[config.mk]
export PLATFORM = sky130hd
export DESIGN_NAME = alu_seq_flat
export DESIGN_NICKNAME = d
export VERILOG_FILES = /design/src/rtl/alu_seq_if.sv /design/src/rtl/alu_seq.sv /design/src/flat_wrapper.sv
export SDC_FILE = /design/constraint.sdc
export NUM_CORES = 1
export LEC_CHECK = 0
export BUFFER_PORTS_ARGS = -buffer_cell sky130_fd_sc_hd__buf_4
export CORE_ASPECT_RATIO = 0.5
export CORE_UTILIZATION = 47
export CTS_CLUSTER_DIAMETER = 30
export DETAILED_ROUTE_END_ITERATION = 12
export GPL_ROUTABILITY_DRIVEN = 0
export MAX_ROUTING_LAYER = met4
export PLACE_DENSITY = 0.8
export SLEW_MARGIN = 20
export SYNTH_ARGS = -nofsm -noshare
export SYNTH_HDL_FRONTEND = slang
export SYNTH_SLANG_ARGS = --single-unit
[constraint.sdc]
create_clock -name clk -period 2 [get_ports clk]
set_clock_uncertainty 0.2 [all_clocks]
set_input_delay 0.6 -clock clk [delete_from_list [all_inputs] [get_ports clk]]
set_output_delay 0.6 -clock clk [all_outputs]
set_load 0.05 [all_outputs]
[src/rtl/alu_seq_if.sv]
// Request/result channel between the instruction decoder, alu_seq and the register file.
// valid/ready: a transfer occurs on a rising clk edge where both valid and ready are high; the sender keeps its payload stable while valid is high and ready is low.
interface alu_seq_if #(parameter int SIZE = 16);
  logic            in_valid;
  logic            in_ready;
  logic [3:0]      in_op;
  logic            in_bw;
  logic [SIZE-1:0] in_src;
  logic [SIZE-1:0] in_dst;
  logic            out_valid;
  logic            out_ready;
  logic [SIZE-1:0] out_result;
  logic            out_we;
  logic            out_illegal;

  modport master (
    output in_valid, in_op, in_bw, in_src, in_dst, out_ready,
    input  in_ready, out_valid, out_result, out_we, out_illegal
  );

  modport slave (
    input  in_valid, in_op, in_bw, in_src, in_dst, out_ready,
    output in_ready, out_valid, out_result, out_we, out_illegal
  );
endinterface

[src/rtl/alu_seq.sv]
// Three-state sequencer around the combinational ALU: decodes MSP430 format-I opcodes,
// owns the C/V/N/Z flags and hands the write-back result out over valid/ready.
module alu_seq #(
  parameter int SIZE = 16
) (
  input  logic            clk,
  input  logic            rst,
  alu_seq_if.slave        bus,
  output logic [SIZE-1:0] alu_src,
  output logic [SIZE-1:0] alu_dst,
  output logic            alu_bw,
  output logic            alu_cin,
  output logic [5:0]      alu_fs,
  input  logic [SIZE-1:0] alu_out,
  input  logic [3:0]      alu_cvnz,
  input  logic            sr_we,
  input  logic [3:0]      sr_wdata,
  output logic [3:0]      sr_flags,
  output logic [1:0]      dbg_state
);
  localparam int HALF = SIZE / 2;

  typedef enum logic [1:0] {IDLE = 2'd0, EXEC = 2'd1, DONE = 2'd2} state_t;

  state_t          state;
  logic [3:0]      op_q;
  logic [5:0]      dec_fs;
  logic            dec_cin;
  logic            dec_ill;
  logic [SIZE-1:0] res_w;
  logic            src_msb;
  logic            dst_msb;

  assign dbg_state = state;

  // Opcode decode; carry-in uses the flag value before any same-edge sr_we write.
  always_comb begin
    dec_fs  = 6'b000000;
    dec_cin = 1'b0;
    dec_ill = 1'b0;
    case (bus.in_op)
      4'h4: dec_fs = 6'b000010;
      4'h5: dec_fs = 6'b000000;
      4'h6: begin dec_fs = 6'b000000; dec_cin = sr_flags[3]; end
      4'h7: begin dec_fs = 6'b000001; dec_cin = sr_flags[3]; end
      4'h8, 4'h9: begin dec_fs = 6'b000001; dec_cin = 1'b1; end
      4'hB, 4'hF: dec_fs = 6'b010000;
      4'hC: dec_fs = 6'b010001;
      4'hD: dec_fs = 6'b010010;
      4'hE: dec_fs = 6'b010011;
      default: dec_ill = 1'b1;
    endcase
  end

  always_comb begin
    res_w = alu_out;
    if (alu_bw) res_w[SIZE-1:HALF] = '0;
    src_msb = alu_bw ? alu_src[HALF-1] : alu_src[SIZE-1];
    dst_msb = alu_bw ? alu_dst[HALF-1] : alu_dst[SIZE-1];
  end

  always_ff @(posedge clk) begin
    if (rst) begin
      state           <= IDLE;
      op_q            <= 4'h0;
      bus.in_ready    <= 1'b1;
      bus.out_valid   <= 1'b0;
      bus.out_we      <= 1'b0;
      bus.out_illegal <= 1'b0;
      bus.out_result  <= '0;
      sr_flags        <= 4'b0000;
      alu_src         <= '0;
      alu_dst         <= '0;
      alu_bw          <= 1'b0;
      alu_cin         <= 1'b0;
      alu_fs          <= 6'b000000;
    end else begin
      // A flag update at the end of EXEC is assigned later and overrides this write.
      if (sr_we) sr_flags <= sr_wdata;
      case (state)
        IDLE: begin
          if (bus.in_valid && bus.in_ready) begin
            bus.in_ready <= 1'b0;
            if (dec_ill) begin
              bus.out_valid   <= 1'b1;
              bus.out_illegal <= 1'b1;
              bus.out_we      <= 1'b0;
              bus.out_result  <= '0;
              state           <= DONE;
            end else begin
              op_q    <= bus.in_op;
              alu_src <= bus.in_src;
              alu_dst <= bus.in_dst;
              alu_bw  <= bus.in_bw;
              alu_fs  <= dec_fs;
              alu_cin <= dec_cin;
              state   <= EXEC;
            end
          end
        end
        EXEC: begin
          bus.out_result  <= res_w;
          bus.out_illegal <= 1'b0;
          bus.out_we      <= !(op_q == 4'h9 || op_q == 4'hB);
          bus.out_valid   <= 1'b1;
          state           <= DONE;
          case (op_q)
            4'h5, 4'h6, 4'h7, 4'h8, 4'h9: sr_flags <= alu_cvnz;
            4'hB, 4'hF: sr_flags <= {~alu_cvnz[0], 1'b0, alu_cvnz[1:0]};
            4'hE: sr_flags <= {~alu_cvnz[0], src_msb & dst_msb, alu_cvnz[1:0]};
            default: ;
          endcase
        end
        DONE: begin
          if (bus.out_ready) begin
            bus.out_valid <= 1'b0;
            bus.in_ready  <= 1'b1;
            state         <= IDLE;
          end
        end
        default: state <= IDLE;
      endcase
    end
  end
endmodule

[src/flat_wrapper.sv]
// flat-port wrapper written by rule: the top's interface ports become plain ports
module alu_seq_flat 
#(
  parameter int SIZE = 16
)
  (clk, rst, alu_src, alu_dst, alu_bw, alu_cin, alu_fs, alu_out, alu_cvnz, sr_we, sr_wdata, sr_flags, dbg_state, bus_in_valid, bus_in_op, bus_in_bw, bus_in_src, bus_in_dst, bus_out_ready, bus_in_ready, bus_out_valid, bus_out_result, bus_out_we, bus_out_illegal);
  alu_seq_if #(.SIZE(SIZE)) bus_i ();
  input  logic clk;
  input  logic rst;
  output logic [SIZE-1:0] alu_src;
  output logic [SIZE-1:0] alu_dst;
  output logic alu_bw;
  output logic alu_cin;
  output logic [5:0] alu_fs;
  input  logic [SIZE-1:0] alu_out;
  input  logic [3:0] alu_cvnz;
  input  logic sr_we;
  input  logic [3:0] sr_wdata;
  output logic [3:0] sr_flags;
  output logic [1:0] dbg_state;
  input wire logic [$bits(bus_i.in_valid)-1:0] bus_in_valid;
  input wire logic [$bits(bus_i.in_op)-1:0] bus_in_op;
  input wire logic [$bits(bus_i.in_bw)-1:0] bus_in_bw;
  input wire logic [$bits(bus_i.in_src)-1:0] bus_in_src;
  input wire logic [$bits(bus_i.in_dst)-1:0] bus_in_dst;
  input wire logic [$bits(bus_i.out_ready)-1:0] bus_out_ready;
  output wire logic [$bits(bus_i.in_ready)-1:0] bus_in_ready;
  output wire logic [$bits(bus_i.out_valid)-1:0] bus_out_valid;
  output wire logic [$bits(bus_i.out_result)-1:0] bus_out_result;
  output wire logic [$bits(bus_i.out_we)-1:0] bus_out_we;
  output wire logic [$bits(bus_i.out_illegal)-1:0] bus_out_illegal;
  assign bus_i.in_valid = bus_in_valid;
  assign bus_i.in_op = bus_in_op;
  assign bus_i.in_bw = bus_in_bw;
  assign bus_i.in_src = bus_in_src;
  assign bus_i.in_dst = bus_in_dst;
  assign bus_i.out_ready = bus_out_ready;
  assign bus_in_ready = bus_i.in_ready;
  assign bus_out_valid = bus_i.out_valid;
  assign bus_out_result = bus_i.out_result;
  assign bus_out_we = bus_i.out_we;
  assign bus_out_illegal = bus_i.out_illegal;
  alu_seq #(.SIZE(SIZE)) u_core (.clk(clk), .rst(rst), .bus(bus_i), .alu_src(alu_src), .alu_dst(alu_dst), .alu_bw(alu_bw), .alu_cin(alu_cin), .alu_fs(alu_fs), .alu_out(alu_out), .alu_cvnz(alu_cvnz), .sr_we(sr_we), .sr_wdata(sr_wdata), .sr_flags(sr_flags), .dbg_state(dbg_state));
endmodule
## Yosys cells after proc, flatten, opt, wreduce, memory -nomap -nowiden

Index checks and enable logic that the tools add are counted.
W data, S select, Z words.

- Bits in registers: 70
- Word-level logic and storage cells: 84

- Equality and inequality tests: 24
- Multiplexer cells: 26
- Bitwise logic cells: 2
- Reductions and logical operators: 19

Operator list:

| cell | count |
|---|---|
| $eq A4 B4 Y1 const B | 12 |
| $mux W16 | 2 |
| $pmux W16 S2 | 1 |
| $pmux W5 S6 | 1 |
| $eq A4 B3 Y1 const B | 7 |
| $pmux W4 S3 | 1 |
| $reduce_or A11 Y1 | 1 |
| $mux W1 | 9 |
| $reduce_and A3 Y1 | 3 |
| $mux W4 | 2 |
| $mux W8 | 1 |
| $pmux W1 S2 | 4 |
| $reduce_or A2 Y1 | 4 |
| $mux W2 | 3 |
| $pmux W2 S3 | 1 |
| $reduce_or A5 Y1 | 1 |
| $ne A2 B2 Y1 const B | 2 |
| $reduce_and A4 Y1 | 1 |
| $reduce_bool A2 Y1 | 2 |
| $pmux W1 S3 | 1 |
| $reduce_bool A3 Y1 | 1 |
| $reduce_or A3 Y1 | 1 |
| $eq A2 B1 Y1 const B | 1 |
| $eq A2 B2 Y1 const B | 1 |
| other kinds (8) | 8 |

## Longest topological paths before layout

- Depth in word-level cells: 5
- Gate-level depth with buffers: 7
- Mapped depth without buffers: 4

## Least setup slack after synthesis

OpenSTA, ideal clock, no wires.

- Kind: register -> register
- From: register u_core.bus.in_ready
- To: register u_core.alu_src[12]
- Setup time: 0.132 ns
- Arrival: 1.667 ns
- Path slack: 0.001 ns
- Stages on the path, launching flop included: 6
- Buffers on the path: 1
- Cells stage by stage: dfxtp_1 -> nand2_1 -> or3_1 -> clkbuf_1 -> o21ai_0 -> a21oi_1

- Cells in the longest elaborated chain, start to end: 2

RTL lines:

| what | line | RTL |
|---|---|---|
| from (decl) | alu_seq_if.sv:23 | `output in_ready, out_valid, out_result, out_we, out_illegal` |
| from (signal assigned) | alu_seq.sv:66 | `bus.in_ready <= 1'b1;` |
| from (signal assigned) | alu_seq.sv:83 | `bus.in_ready <= 1'b0;` |
| from (signal assigned) | alu_seq.sv:117 | `bus.in_ready <= 1'b1;` |
| $logic_and A1 B1 Y1 | alu_seq.sv:82 | `if (bus.in_valid && bus.in_ready) begin` |
| $reduce_and A3 Y1 (no line) | n/a |  |
| to (signal assigned) | alu_seq.sv:92 | `alu_src <= bus.in_src;` |
| to (decl) | alu_seq.sv:9 | `output logic [SIZE-1:0] alu_src,` |

No other way between the ends.
A chain may end at the register's enable or synchronous reset.

## Worst setup path in the final report

- From: register u_core.state[0], in the netlist u_core.dbg_state[0]
- To: output port dbg_state[0]

RTL lines:

| what | line | RTL |
|---|---|---|
| from (decl) | alu_seq.sv:25 | `state_t state;` |
| from (signal assigned) | alu_seq.sv:64 | `state <= IDLE;` |
| from (signal assigned) | alu_seq.sv:89 | `state <= DONE;` |
| from (signal assigned) | alu_seq.sv:97 | `state <= EXEC;` |
| to (decl) | flat_wrapper.sv:20 | `output logic [1:0] dbg_state;` |

No word-level cell between the ends.

==> results.json <==
{
  "power_density_mw_per_mm2": 968,
  "crit_path_max_fanout": 9,
  "hp-class": "register to register",
  "root_buffer": "clkbuf_16",
  "die_x_um": 114,
  "worst_hold_path.endpoint": "u_core.alu_src[5]",
  "final_nets": 537,
  "drc": 0,
  "area.growth.synth_to_final_pct": 48.4,
  "drt-wirelength-per-cell_um": 14.8,
  "synth_edf_count": 0,
  "clkTransAtPathRegs_ns": 0.06,
  "fin_area_sq_mm": 0.00434,
  "p_total_mw": 4.20,
  "rsz0062_at_grt": "no",
  "via_per_inst": 5.46,
  "synth_ff_type": "dfxtp_1",
  "initial_core_util": 0.510,
  "worstSkewPairLatency_ns": 0.33,
  "rrSetupSlack_ns": 0.13,
  "core_area_sq_mm": 0.00573,
  "highest_layer": "met4",
  "die_h_um": 57.8,
  "drtIter0Drc": 215,
  "peakVddDrop_v": 0.000532,
  "fin_crit_sh": 0.947,
  "grt_usage": 0.260,
  "fin_hold_ws_ns": 0.280,
  "fmax_mhz": 528,
  "multi_input_area_sq_mm": 0.00138,
  "antenna_found_initial": 0,
  "cts_tree": "done",
  "worst_slack_ns": 0.107,
  "ys_ff_latch": 67,
  "numPortBuffers": 128,
  "insertedDiodeCount": 0,
  "drt_pass1_iterations": 4,
  "grt_overflow": 0,
  "fill_cells": 441,
  "via_count": 3056,
  "drive_gt1_frac": 0.363,
  "reg2reg_depth": 4,
  "cp_top_family": "buffers and inverters",
  "start_kind": "register",
  "numCtsBuffers": 9,
  "postSynthCellCount": 351,
  "synth_area_per_cell_sq_um": 8.33,
  "timing.rr.start": "u_core.op_q[3]",
  "fin_crit_ns": 1.89,
  "crit_buf_inv": 2,
  "wl_met3_um": 489,
  "grt_max_degree": 41,
  "num_rows": 19,
  "routed_wl_um": 8290,
  "regArea_sq_mm": 0.00134,
  "setup_violations": 0,
  "ioPinCount": 132,
  "clock-sinks": 67,
  "hold_depth": 2,
  "slew_viol_final": 0,
  "yosysSeqAreaShare": 0.459,
  "async_flop_share": 0,
  "yosysWarningCount": 0,
  "cp_slowest_cell": "dfxtp_2",
  "slew_headroom": 0.651,
  "path_class": "register to output pin",
  "critical_path_arrival_ns": 1.09,
  "place_ws_ns": -0.0492,
  "cp_data_required_time_ns": 1.20,
  "status": "finished, final reports clean",
  "cts_buffer_depth": 2,
  "hold_violations": 0,
  "maxCapViolations": 0,
  "slowest_delay_ns": 0.37,
  "grt_pass1_wl_um": 13000,
  "grt_pass1_vias": 2708,
  "h-tree-depth": 3,
  "worst_slew_pin_slew_ns": 0.521,
  "leakage_nw": 1.79,
  "placed_area_sq_mm": 0.00398,
  "syn_area_sq_mm": 0.00292,
  "cp-end-kind": "output pin",
  "tns_ns": 0,
  "r2r_end": "u_core.sr_flags[1]",
  "antenna_left": 0,
  "worstHoldStart": "u_core.alu_src[5]",
  "wl_met2_um": 4100,
  "wl_met1_um": 3610,
  "cp_common_cell": "buf_4",
  "fp.dieArea_sq_mm": 0.00656,
  "detailed_place_hpwl_um": 5820,
  "post_synth_num_cell_types": 41,
  "path_cells": "buf_4, buf_4"
}
[area by class of cell]
| cell class | count | area share |
|---|---|---|
| clock inverters | 6 | 0.0260 |
| inverters | 5 | 0.00433 |
| well taps | 84 | 0.0242 |
| multi-input cells | 241 | 0.318 |
| clock buffers | 10 | 0.0551 |
| repair buffers | 147 | 0.263 |
| flip-flops and latches | 67 | 0.310 |
[synthesized netlist by cell type, types with 3 or more instances]
cell type,instances,area share
inv_1,5,0.0064
dfxtp_1,67,0.46
nor3_1,3,0.0051
buf_6,3,0.012
a21o_1,3,0.0077
nand3_1,38,0.065
a21oi_1,82,0.14
o21ai_1,4,0.0068
a211oi_1,19,0.049
buf_2,8,0.014
clkbuf_2,4,0.0068
nand2_1,8,0.010
buf_4,4,0.010
o21ai_0,41,0.070
nor2_1,8,0.010
clkbuf_1,21,0.027
a22oi_1,3,0.0077
[state kept, by name (all words and copies together), names as in the netlist]
register / count
u_core.alu_dst: 16
u_core.alu_src: 16
u_core.bus.out_result: 16
u_core.op_q: 4
u_core.sr_flags: 4
u_core.alu_fs: 3
u_core.dbg_state: 2
u_core.alu_bw: 1
u_core.alu_cin: 1
u_core.bus.in_ready: 1
u_core.bus.out_illegal: 1
u_core.bus.out_valid: 1
u_core.bus.out_we: 1
[how the worst max path moves through the flow]
stage | startpoint | to | cells after the start | slack (ns)
2_1_floorplan | u_core.bus.in_ready | u_core.alu_src[12] | 5 | 0.001
3_3_place_gp | bus_in_valid | u_core.alu_fs[1] | 6 | 0.04
3_5_place_dp | bus_in_valid | u_core.op_q[3] | 6 | -0.05
4_1_cts | u_core.dbg_state[0] | dbg_state[0] | 2 | 0.03
5_1_grt | u_core.dbg_state[0] | dbg_state[0] | 2 | 0.07
6_report | u_core.dbg_state[0] | dbg_state[0] | 2 | 0.11
[kinds of logic (layout without fill, tap and decap cells)]
group | after synthesis | after routing | share of synthesized area
other cells | 1 | 3 | 0.00128
compound gates | 166 | 166 | 0.327
flops | 67 | 67 | 0.459
xor+xnor | 1 | 1 | 0.00300
simple gates | 68 | 68 | 0.123
buf+inv | 45 | 168 | 0.0758
mux | 3 | 3 | 0.0107
[stage by stage]
stage / std cells / util
2_1_floorplan: 353 / -
3_3_place_gp: 544 / 0.695
3_5_place_dp: 544 / 0.695
4_1_cts: 560 / 0.757
5_1_grt: 560 / 0.757
6_report: 560 / 0.757
[layer usage]
metal	vias to the layer above	global-route usage
met5	-	-
met4	0	0.0639
met3	8	0.0649
met2	118	0.443
met1	1407	0.313
li1	1523	-
[cells in the final DEF, fill, tap and decap left out, types with 4 or more instances in the layout]
cell / netlist / layout
o21ai_1: 4 / 4
buf_4: 4 / 144
inv_1: 5 / 5
a211oi_1: 19 / 19
dfxtp_1: 67 / 65
nand3_1: 38 / 38
o21ai_0: 41 / 41
a21oi_1: 82 / 81
nand2_1: 8 / 8
clkbuf_16: 0 / 9
nor2_1: 8 / 8
[where the power goes]
group | total (mW) | internal, mW | switching [mW]
registers | 1.48 | 1.42 | 0.0641
clock network | 1.83 | 1.25 | 0.575
logic | 0.893 | 0.327 | 0.566
[worst register-to-register path: stages (launching register included)]
cell and delay (ns):
dfxtp_1 0.50, or3b_2 0.51, o221a_2 0.16, o21ai_0 0.21, o311a_1 0.22
[what timing repair did]
action                     4_1_cts  5_1_grt
hold buffers                     0        0
setup endpoints to repair        1        1
buffers inserted                 0        0
resized for setup                1        1
Note: power is estimated with default switching activity, not from simulation.
